==> src/rtl/mem_arb_pkg.sv <==
`default_nettype none
// ============================================================================
// Module   : mem_arb_pkg
// Purpose  : Shared definitions for the unified-memory port arbiter: FSM state
//            encoding and requester identifiers.
// Revision : 1.0 - initial release
// ============================================================================
package mem_arb_pkg;

    typedef enum logic [1:0] {
        IDLE    = 2'b00,
        ACCESS  = 2'b01,
        RESPOND = 2'b10
    } arb_state_t;

    // Requester identifiers double as the round-robin grant encoding.
    localparam logic REQ_CORE   = 1'b0;
    localparam logic REQ_LOADER = 1'b1;

endpackage : mem_arb_pkg
`default_nettype wire

==> src/rtl/mem_port_arbiter_if.sv <==
`default_nettype none
// ============================================================================
// Module   : mem_port_arbiter_if
// Purpose  : Bundles the two requester handshakes and the memory macro port.
//   r0_* : multicycle core (req/we/addr/wdata in, ack/rdata out)
//   r1_* : program loader / debug port, same shape as r0_*
//   mem_*: memory macro port (en/we/addr/wdata out, rdata in)
//   busy : arbiter not in IDLE
//   Modport slave  : arbiter side.
//   Modport master : requesters + memory side (environment).
// Revision : 1.0 - initial release
// ============================================================================
interface mem_port_arbiter_if #(
    parameter int ADDR_W = 32,
    parameter int DATA_W = 32
);
    logic              r0_req;
    logic              r0_we;
    logic [ADDR_W-1:0] r0_addr;
    logic [DATA_W-1:0] r0_wdata;
    logic              r0_ack;
    logic [DATA_W-1:0] r0_rdata;

    logic              r1_req;
    logic              r1_we;
    logic [ADDR_W-1:0] r1_addr;
    logic [DATA_W-1:0] r1_wdata;
    logic              r1_ack;
    logic [DATA_W-1:0] r1_rdata;

    logic              mem_en;
    logic              mem_we;
    logic [ADDR_W-1:0] mem_addr;
    logic [DATA_W-1:0] mem_wdata;
    logic [DATA_W-1:0] mem_rdata;

    logic              busy;

    modport slave (
        input  r0_req, r0_we, r0_addr, r0_wdata,
        output r0_ack, r0_rdata,
        input  r1_req, r1_we, r1_addr, r1_wdata,
        output r1_ack, r1_rdata,
        output mem_en, mem_we, mem_addr, mem_wdata,
        input  mem_rdata,
        output busy
    );

    modport master (
        output r0_req, r0_we, r0_addr, r0_wdata,
        input  r0_ack, r0_rdata,
        output r1_req, r1_we, r1_addr, r1_wdata,
        input  r1_ack, r1_rdata,
        input  mem_en, mem_we, mem_addr, mem_wdata,
        output mem_rdata,
        input  busy
    );

endinterface : mem_port_arbiter_if
`default_nettype wire

==> src/rtl/mem_arb_rr_pick.sv <==
`default_nettype none
// ============================================================================
// Module   : mem_arb_rr_pick
// Purpose  : Combinational 2-way round-robin select.
//   req[1:0]   : request vector, bit i = requester i
//   last_grant : requester granted most recently
//   gnt_id     : requester to grant (valid when any_req)
//   any_req    : at least one request pending
// Revision : 1.0 - initial release
// ============================================================================
module mem_arb_rr_pick
    import mem_arb_pkg::*;
(
    input  wire [1:0] req,
    input  wire       last_grant,
    output logic      gnt_id,
    output logic      any_req
);

    always_comb begin
        any_req = |req;
        gnt_id  = REQ_CORE;
        if (req == 2'b11) begin
            // Tie: the requester that did not win last time goes next.
            gnt_id = ~last_grant;
        end else if (req[1]) begin
            gnt_id = REQ_LOADER;
        end
    end

endmodule : mem_arb_rr_pick
`default_nettype wire

==> src/rtl/mem_port_arbiter.sv <==
`default_nettype none
// ============================================================================
// Module   : mem_port_arbiter
// Purpose  : Shares one fixed-latency unified memory between the core (r0)
//            and the loader/debug port (r1) with req/ack handshakes and a
//            2-way round-robin grant. One access per MEM_LATENCY+2 cycles.
//   clk   : clock, all state updates on the rising edge
//   reset : synchronous, active-low
//   bus   : mem_port_arbiter_if.slave (requester handshakes, memory port,
//           busy)
// Revision : 1.0 - initial release
// ============================================================================
module mem_port_arbiter
    import mem_arb_pkg::*;
#(
    parameter int ADDR_W      = 32,
    parameter int DATA_W      = 32,
    parameter int MEM_LATENCY = 1
) (
    input  wire                clk,
    input  wire                reset,
    mem_port_arbiter_if.slave  bus
);

    // Guard keeps widths legal long enough for the check below to report.
    localparam int c_cnt_w = (MEM_LATENCY < 1) ? 1 : $clog2(MEM_LATENCY + 1);
    localparam logic [c_cnt_w-1:0] c_cnt_last = c_cnt_w'(MEM_LATENCY - 1);

    generate
        if (MEM_LATENCY < 1) begin : g_latency_check
            $error("mem_port_arbiter: MEM_LATENCY must be at least 1");
        end
    endgenerate

    arb_state_t         r_state;
    logic [c_cnt_w-1:0] r_cnt;
    logic               r_last_grant;
    logic               r_gnt_id;
    logic               r_we;

    logic               w_gnt_id;
    logic               w_any_req;

    mem_arb_rr_pick u_rr_pick (
        .req        ({bus.r1_req, bus.r0_req}),
        .last_grant (r_last_grant),
        .gnt_id     (w_gnt_id),
        .any_req    (w_any_req)
    );

    always_ff @(posedge clk) begin
        if (!reset) begin
            r_state       <= IDLE;
            r_cnt         <= '0;
            r_last_grant  <= REQ_LOADER;  // core wins the first tie
            r_gnt_id      <= REQ_CORE;
            r_we          <= 1'b0;
            bus.mem_en    <= 1'b0;
            bus.mem_we    <= 1'b0;
            bus.mem_addr  <= '0;
            bus.mem_wdata <= '0;
            bus.r0_ack    <= 1'b0;
            bus.r1_ack    <= 1'b0;
            bus.r0_rdata  <= '0;
            bus.r1_rdata  <= '0;
            bus.busy      <= 1'b0;
        end else begin
            // Acks are single-cycle pulses.
            bus.r0_ack <= 1'b0;
            bus.r1_ack <= 1'b0;

            case (r_state)
                IDLE: begin
                    bus.mem_en <= 1'b0;
                    bus.mem_we <= 1'b0;
                    if (w_any_req) begin
                        // Request fields are frozen here for the whole access.
                        r_gnt_id      <= w_gnt_id;
                        r_last_grant  <= w_gnt_id;
                        r_we          <= w_gnt_id ? bus.r1_we    : bus.r0_we;
                        bus.mem_we    <= w_gnt_id ? bus.r1_we    : bus.r0_we;
                        bus.mem_addr  <= w_gnt_id ? bus.r1_addr  : bus.r0_addr;
                        bus.mem_wdata <= w_gnt_id ? bus.r1_wdata : bus.r0_wdata;
                        bus.mem_en    <= 1'b1;
                        bus.busy      <= 1'b1;
                        r_cnt         <= '0;
                        r_state       <= ACCESS;
                    end
                end

                ACCESS: begin
                    r_cnt      <= r_cnt + c_cnt_w'(1);
                    // Write strobe only in the first ACCESS cycle.
                    bus.mem_we <= 1'b0;
                    if (r_cnt == c_cnt_last) begin
                        bus.mem_en <= 1'b0;
                        if (r_gnt_id == REQ_LOADER) begin
                            bus.r1_ack <= 1'b1;
                            if (!r_we) begin
                                bus.r1_rdata <= bus.mem_rdata;
                            end
                        end else begin
                            bus.r0_ack <= 1'b1;
                            if (!r_we) begin
                                bus.r0_rdata <= bus.mem_rdata;
                            end
                        end
                        r_state <= RESPOND;
                    end
                end

                RESPOND: begin
                    bus.busy <= 1'b0;
                    r_state  <= IDLE;
                end

                default: begin
                    bus.mem_en <= 1'b0;
                    bus.mem_we <= 1'b0;
                    bus.busy   <= 1'b0;
                    r_state    <= IDLE;
                end
            endcase
        end
    end

endmodule : mem_port_arbiter
`default_nettype wire
==> src/flat_wrapper.sv <==
// flat-port wrapper written by rule: the top's interface ports become plain ports
module mem_port_arbiter_flat import mem_arb_pkg::*;
#(
    parameter int ADDR_W      = 32,
    parameter int DATA_W      = 32,
    parameter int MEM_LATENCY = 1
)
  (clk, reset, bus_r0_req, bus_r0_we, bus_r0_addr, bus_r0_wdata, bus_r0_ack, bus_r0_rdata, bus_r1_req, bus_r1_we, bus_r1_addr, bus_r1_wdata, bus_r1_ack, bus_r1_rdata, bus_mem_en, bus_mem_we, bus_mem_addr, bus_mem_wdata, bus_mem_rdata, bus_busy);
  mem_port_arbiter_if #(.ADDR_W(ADDR_W), .DATA_W(DATA_W)) bus_i ();
  input  wire clk;
  input  wire reset;
  input wire logic [$bits(bus_i.r0_req)-1:0] bus_r0_req;
  input wire logic [$bits(bus_i.r0_we)-1:0] bus_r0_we;
  input wire logic [$bits(bus_i.r0_addr)-1:0] bus_r0_addr;
  input wire logic [$bits(bus_i.r0_wdata)-1:0] bus_r0_wdata;
  output wire logic [$bits(bus_i.r0_ack)-1:0] bus_r0_ack;
  output wire logic [$bits(bus_i.r0_rdata)-1:0] bus_r0_rdata;
  input wire logic [$bits(bus_i.r1_req)-1:0] bus_r1_req;
  input wire logic [$bits(bus_i.r1_we)-1:0] bus_r1_we;
  input wire logic [$bits(bus_i.r1_addr)-1:0] bus_r1_addr;
  input wire logic [$bits(bus_i.r1_wdata)-1:0] bus_r1_wdata;
  output wire logic [$bits(bus_i.r1_ack)-1:0] bus_r1_ack;
  output wire logic [$bits(bus_i.r1_rdata)-1:0] bus_r1_rdata;
  output wire logic [$bits(bus_i.mem_en)-1:0] bus_mem_en;
  output wire logic [$bits(bus_i.mem_we)-1:0] bus_mem_we;
  output wire logic [$bits(bus_i.mem_addr)-1:0] bus_mem_addr;
  output wire logic [$bits(bus_i.mem_wdata)-1:0] bus_mem_wdata;
  input wire logic [$bits(bus_i.mem_rdata)-1:0] bus_mem_rdata;
  output wire logic [$bits(bus_i.busy)-1:0] bus_busy;
  assign bus_i.r0_req = bus_r0_req;
  assign bus_i.r0_we = bus_r0_we;
  assign bus_i.r0_addr = bus_r0_addr;
  assign bus_i.r0_wdata = bus_r0_wdata;
  assign bus_r0_ack = bus_i.r0_ack;
  assign bus_r0_rdata = bus_i.r0_rdata;
  assign bus_i.r1_req = bus_r1_req;
  assign bus_i.r1_we = bus_r1_we;
  assign bus_i.r1_addr = bus_r1_addr;
  assign bus_i.r1_wdata = bus_r1_wdata;
  assign bus_r1_ack = bus_i.r1_ack;
  assign bus_r1_rdata = bus_i.r1_rdata;
  assign bus_mem_en = bus_i.mem_en;
  assign bus_mem_we = bus_i.mem_we;
  assign bus_mem_addr = bus_i.mem_addr;
  assign bus_mem_wdata = bus_i.mem_wdata;
  assign bus_i.mem_rdata = bus_mem_rdata;
  assign bus_busy = bus_i.busy;
  mem_port_arbiter #(.ADDR_W(ADDR_W), .DATA_W(DATA_W), .MEM_LATENCY(MEM_LATENCY)) u_core (.clk(clk), .reset(reset), .bus(bus_i));
endmodule
==> config.mk <==
export PLATFORM = sky130hd
export DESIGN_NAME = mem_port_arbiter_flat
export DESIGN_NICKNAME = d
export VERILOG_FILES = /design/src/rtl/mem_arb_pkg.sv /design/src/rtl/mem_port_arbiter_if.sv /design/src/rtl/mem_arb_rr_pick.sv /design/src/rtl/mem_port_arbiter.sv /design/src/flat_wrapper.sv
export SDC_FILE = /design/constraint.sdc
export NUM_CORES = 1
export LEC_CHECK = 0
export BUFFER_PORTS_ARGS = -buffer_cell sky130_fd_sc_hd__buf_2
export CAP_MARGIN = 20
export CELL_PAD_IN_SITES_DETAIL_PLACEMENT = 1
export CELL_PAD_IN_SITES_GLOBAL_PLACEMENT = 1
export CORE_MARGIN = 2
export CORE_UTILIZATION = 30
export CTS_CLUSTER_DIAMETER = 200
export DETAILED_ROUTE_END_ITERATION = 12
export GPL_TIMING_DRIVEN = 0
export PLACE_DENSITY = 0.81
export SYNTH_ARGS = -nofsm -noshare
export SYNTH_HDL_FRONTEND = slang
export SYNTH_HIERARCHICAL = 1
export SYNTH_SLANG_ARGS = --single-unit
==> constraint.sdc <==
create_clock -name clk -period 1.55 [get_ports clk]
set_input_delay 0.2325 -clock clk [delete_from_list [all_inputs] [get_ports clk]]
set_output_delay 0.2325 -clock clk [all_outputs]
set_load 0.005 [all_outputs]
==> flow_metrics.py <==
metrics = {
    "yosys": {
        "synth_cells": 574,
        "ys_types": 29,
        "async_reset_ff_share_pct": 0,
        "yosys_most_used_dff": "dfxtp_1",
        "synth_edf_count": 0,
        "synth.avg_cell_area_um2": 10.16,
        "ys_seq_area_share_pct": 47.72,
        "yosysWarningCount": 6,
        "synth_fp_nets": 740,
        "synth_seq_cells": 139,
        "synth_area_mm2": 0.005832,
    },
    "timing": {
        "skew_ps": 8.939,
        "fmaxAchievable_mhz": 650.6,
        "hold_ws_ps": 81.40,
        "finalSetupViolations": 0,
        "worstMarginPinSlew_ps": 683.4,
        "timing.final.crit_share_pct": 99.17,
        "fin_crit_ps": 1537,
        "finalHoldViolCount": 0,
        "setup_ws_ps": 12.90,
        "drv_slew": 0,
        "rsz0062_at_grt": "yes",
        "max-slew-margin-rel_pct": 54.44,
    },
    "critical_path": {
        "startpoint": "u_core/r_last_grant",
        "cp.arrival_ps": 1850,
        "critPathRequiredTime_ps": 1860,
        "ff2ff_path_depth": 7,
        "worstReg2RegStart": "u_core/r_last_grant",
        "path_delay_family": "buffers and inverters",
        "crit_fanout": 8,
        "cp-start-kind": "register",
        "cp.depth": 7,
        "critPathCapture": "u_core/bus.mem_addr[0]",
        "cp-end-kind": "register",
        "critPathSlowestCell": "dfxtp_2",
        "crit_chain": "a21boi_4, buf_8, buf_6, buf_12, mux2i_4, nand2_1, o211a_1",
        "critPathMaxStageDelay_ps": 340,
        "crit_buf_inv": 3,
        "rr_endpoint": "u_core/bus.mem_addr[0]",
        "path_class": "register to register",
        "r2r_slack_ps": 10,
    },
    "global_routing": {
        "antenna_found_initial": 1,
        "globalRouteOverflowTotal": 0,
        "grt_max_degree": 17,
        "grt_pass1_vias": 5855,
        "grt_pass1_wl_um": 30980,
        "gr-usage-all-layers_pct": 19.66,
    },
    "place": {
        "post-dp-hpwl_um": 15710,
        "post-place-cells": 1131,
        "dp_slack_ps": -492.5,
        "gp_congestion": 0.7292,
        "io_buffers": 297,
    },
    "job": {
        "drv_cap": 0,
    },
    "cells_and_area": {
        "synthToLayoutAreaGrowth_pct": 51.15,
        "layout.nets": 1077,
        "layout.cells.non_filler": 1185,
        "final_cell_mix": "buf_2, nand2_1, dfxtp_1, mux2i_1, o211a_1",
        "filler_cell_count": 2256,
        "layout.cells.most_common": "buf_2",
        "drive_gt1_share_pct": 43.83,
    },
    "routing": {
        "routed_wl_um": 21520,
        "ant_nets": 0,
        "wl_per_cell_um": 18.16,
        "via_count": 5617,
        "drtIter0Drc": 129,
        "drc": 0,
        "dr.pass1.iters": 4,
        "vias_per_cell": 4.740,
    },
    "clocking": {
        "root_buffer": "clkbuf_16",
        "clk_latency_ps": 420,
        "holdBufCountCts": 0,
        "clock_sinks": 139,
        "numCtsBuffers": 17,
        "htree_levels": 4,
        "cts_tree": "done",
        "cts.clk_slew.worst_paths_ps": 60,
        "cts_buffer_depth": 2,
    },
    "floorplanning": {
        "start_util_pct": 30.87,
        "row_count": 50,
        "die_x_um": 143.4,
        "die-area_mm2": 0.02057,
        "dieHeight_um": 143.4,
        "core-area_mm2": 0.01889,
        "ios": 299,
    },
    "min_path": {
        "hold_depth": 3,
        "hold_path.class": "primary input to register",
    },
    "power_and_ir_drop": {
        "vdd_drop_max_mv": 0.6927,
        "power_leakage_nw": 4.908,
        "powerDensity_mw_per_mm2": 1174,
    },
    "run_status": {
        "status": "finished clean",
    },
}
[worst reg2reg max path: cells and delay by family, from the launching register on]
| family | cells | cell delay [ps] |
|---|---|---|
| flops | 1 | 340 |
| compound gates | 2 | 300 |
| simple gates | 1 | 80 |
| mux | 1 | 270 |
| buf+inv | 3 | 440 |
[cell usage after synthesis, drive strengths merged, types with 2 or more instances]
library cell	number	share of area (%)
nor2	2	0.13
mux2i	129	22
a21boi	5	0.64
clkbuf	18	1.2
nor3b	3	0.75
nand2	166	11
nor2b	3	0.32
a21oi	2	0.17
buf	31	3.9
dfxtp	139	48
o211a	64	11
[logic make-up (layout without fill, tap and decap cells)]
logic type	count (synthesis)	in the layout	synth area share [%]
other cells	0	1	0
compound gates	73	73	12.01
simple gates	182	182	12.83
mux	130	130	22.33
flops	139	139	47.72
buf+inv	50	400	5.106
[report_power, final]
group / total, mW / internal (mW) / switching [mW] / leakage, nW
Clock: 4.23 / 2.59 / 1.64 / 0.302
Sequential: 4.07 / 3.89 / 0.174 / 1.14
Combinational: 2.06 / 1.06 / 0.996 / 3.46
Total: 10.4 / 7.54 / 2.81 / 4.91
[layout make-up]
type	instances	area, µm²	area share (%)
sequential	139	2786	31.61
antenna	1	2.502	0.02839
clock inverter	13	166.4	1.888
timing repair buffer	318	1807	20.50
buffer	49	411.6	4.670
multi-input combinational	385	2869	32.55
tap	260	325.3	3.691
clock buffer	19	442.9	5.025
inverter	1	3.754	0.04258
[metrics by stage]
| stage | instance area [µm²] | power (mW) | utilization, % | setup TNS, ps |
|---|---|---|---|---|
| 2_1_floorplan | 5832 | 5.060 | - | 0 |
| 3_3_place_gp | 7644 | 5.845 | 40.46 | -17010 |
| 3_5_place_dp | 7644 | 5.893 | 40.46 | -19390 |
| 4_1_cts | 8372 | 10.21 | 44.31 | 0 |
| 5_1_grt | 8815 | 10.80 | 46.66 | -790.2 |
| 6_report | 8815 | 10.35 | 46.66 | 0 |
[registers in the layout, summed over array words and instances, names as in the netlist]
register              flops
u_core/bus.mem_addr      32
u_core/bus.mem_wdata     32
u_core/bus.r0_rdata      32
u_core/bus.r1_rdata      32
u_core/r_state            2
u_core/bus.busy           1
u_core/bus.mem_en         1
u_core/bus.mem_we         1
u_core/bus.r0_ack         1
u_core/bus.r1_ack         1
u_core/r_cnt              1
u_core/r_gnt_id           1
u_core/r_last_grant       1
u_core/r_we               1
[metal layers]
metal | track usage, % | vias up | share of wire [%]
met5 | 0 | - | 0
met4 | 4.696 | 0 | 1.5
met3 | 6.998 | 24 | 8.2
met2 | 36.62 | 243 | 52
met1 | 21.14 | 2687 | 39
li1 | - | 2663 | -
[how the worst min path moves through the flow]
stage	from	to	slack, ps
after floorplan	bus_mem_rdata[0]	u_core/bus.r1_rdata[0]	390
after global placement	u_core/bus.r0_rdata[10]	u_core/bus.r0_rdata[10]	440
after detailed placement	u_core/bus.r0_rdata[18]	u_core/bus.r0_rdata[18]	450
after CTS	bus_mem_rdata[13]	u_core/bus.r1_rdata[13]	60
after global routing	bus_mem_rdata[16]	u_core/bus.r0_rdata[16]	80
final	bus_mem_rdata[13]	u_core/bus.r1_rdata[13]	80
[what timing repair did]
| action | CTS | global route |
|---|---|---|
| endpoints found under the setup margin | 67 | 97 |
| resized for setup | 26 | 43 |
| endpoints found under the hold margin | 0 | 0 |
| cloned | 0 | 7 |
| buffers inserted | 4 | 10 |
| pin swaps | 0 | 2 |
(Power assumes the default switching activity.)
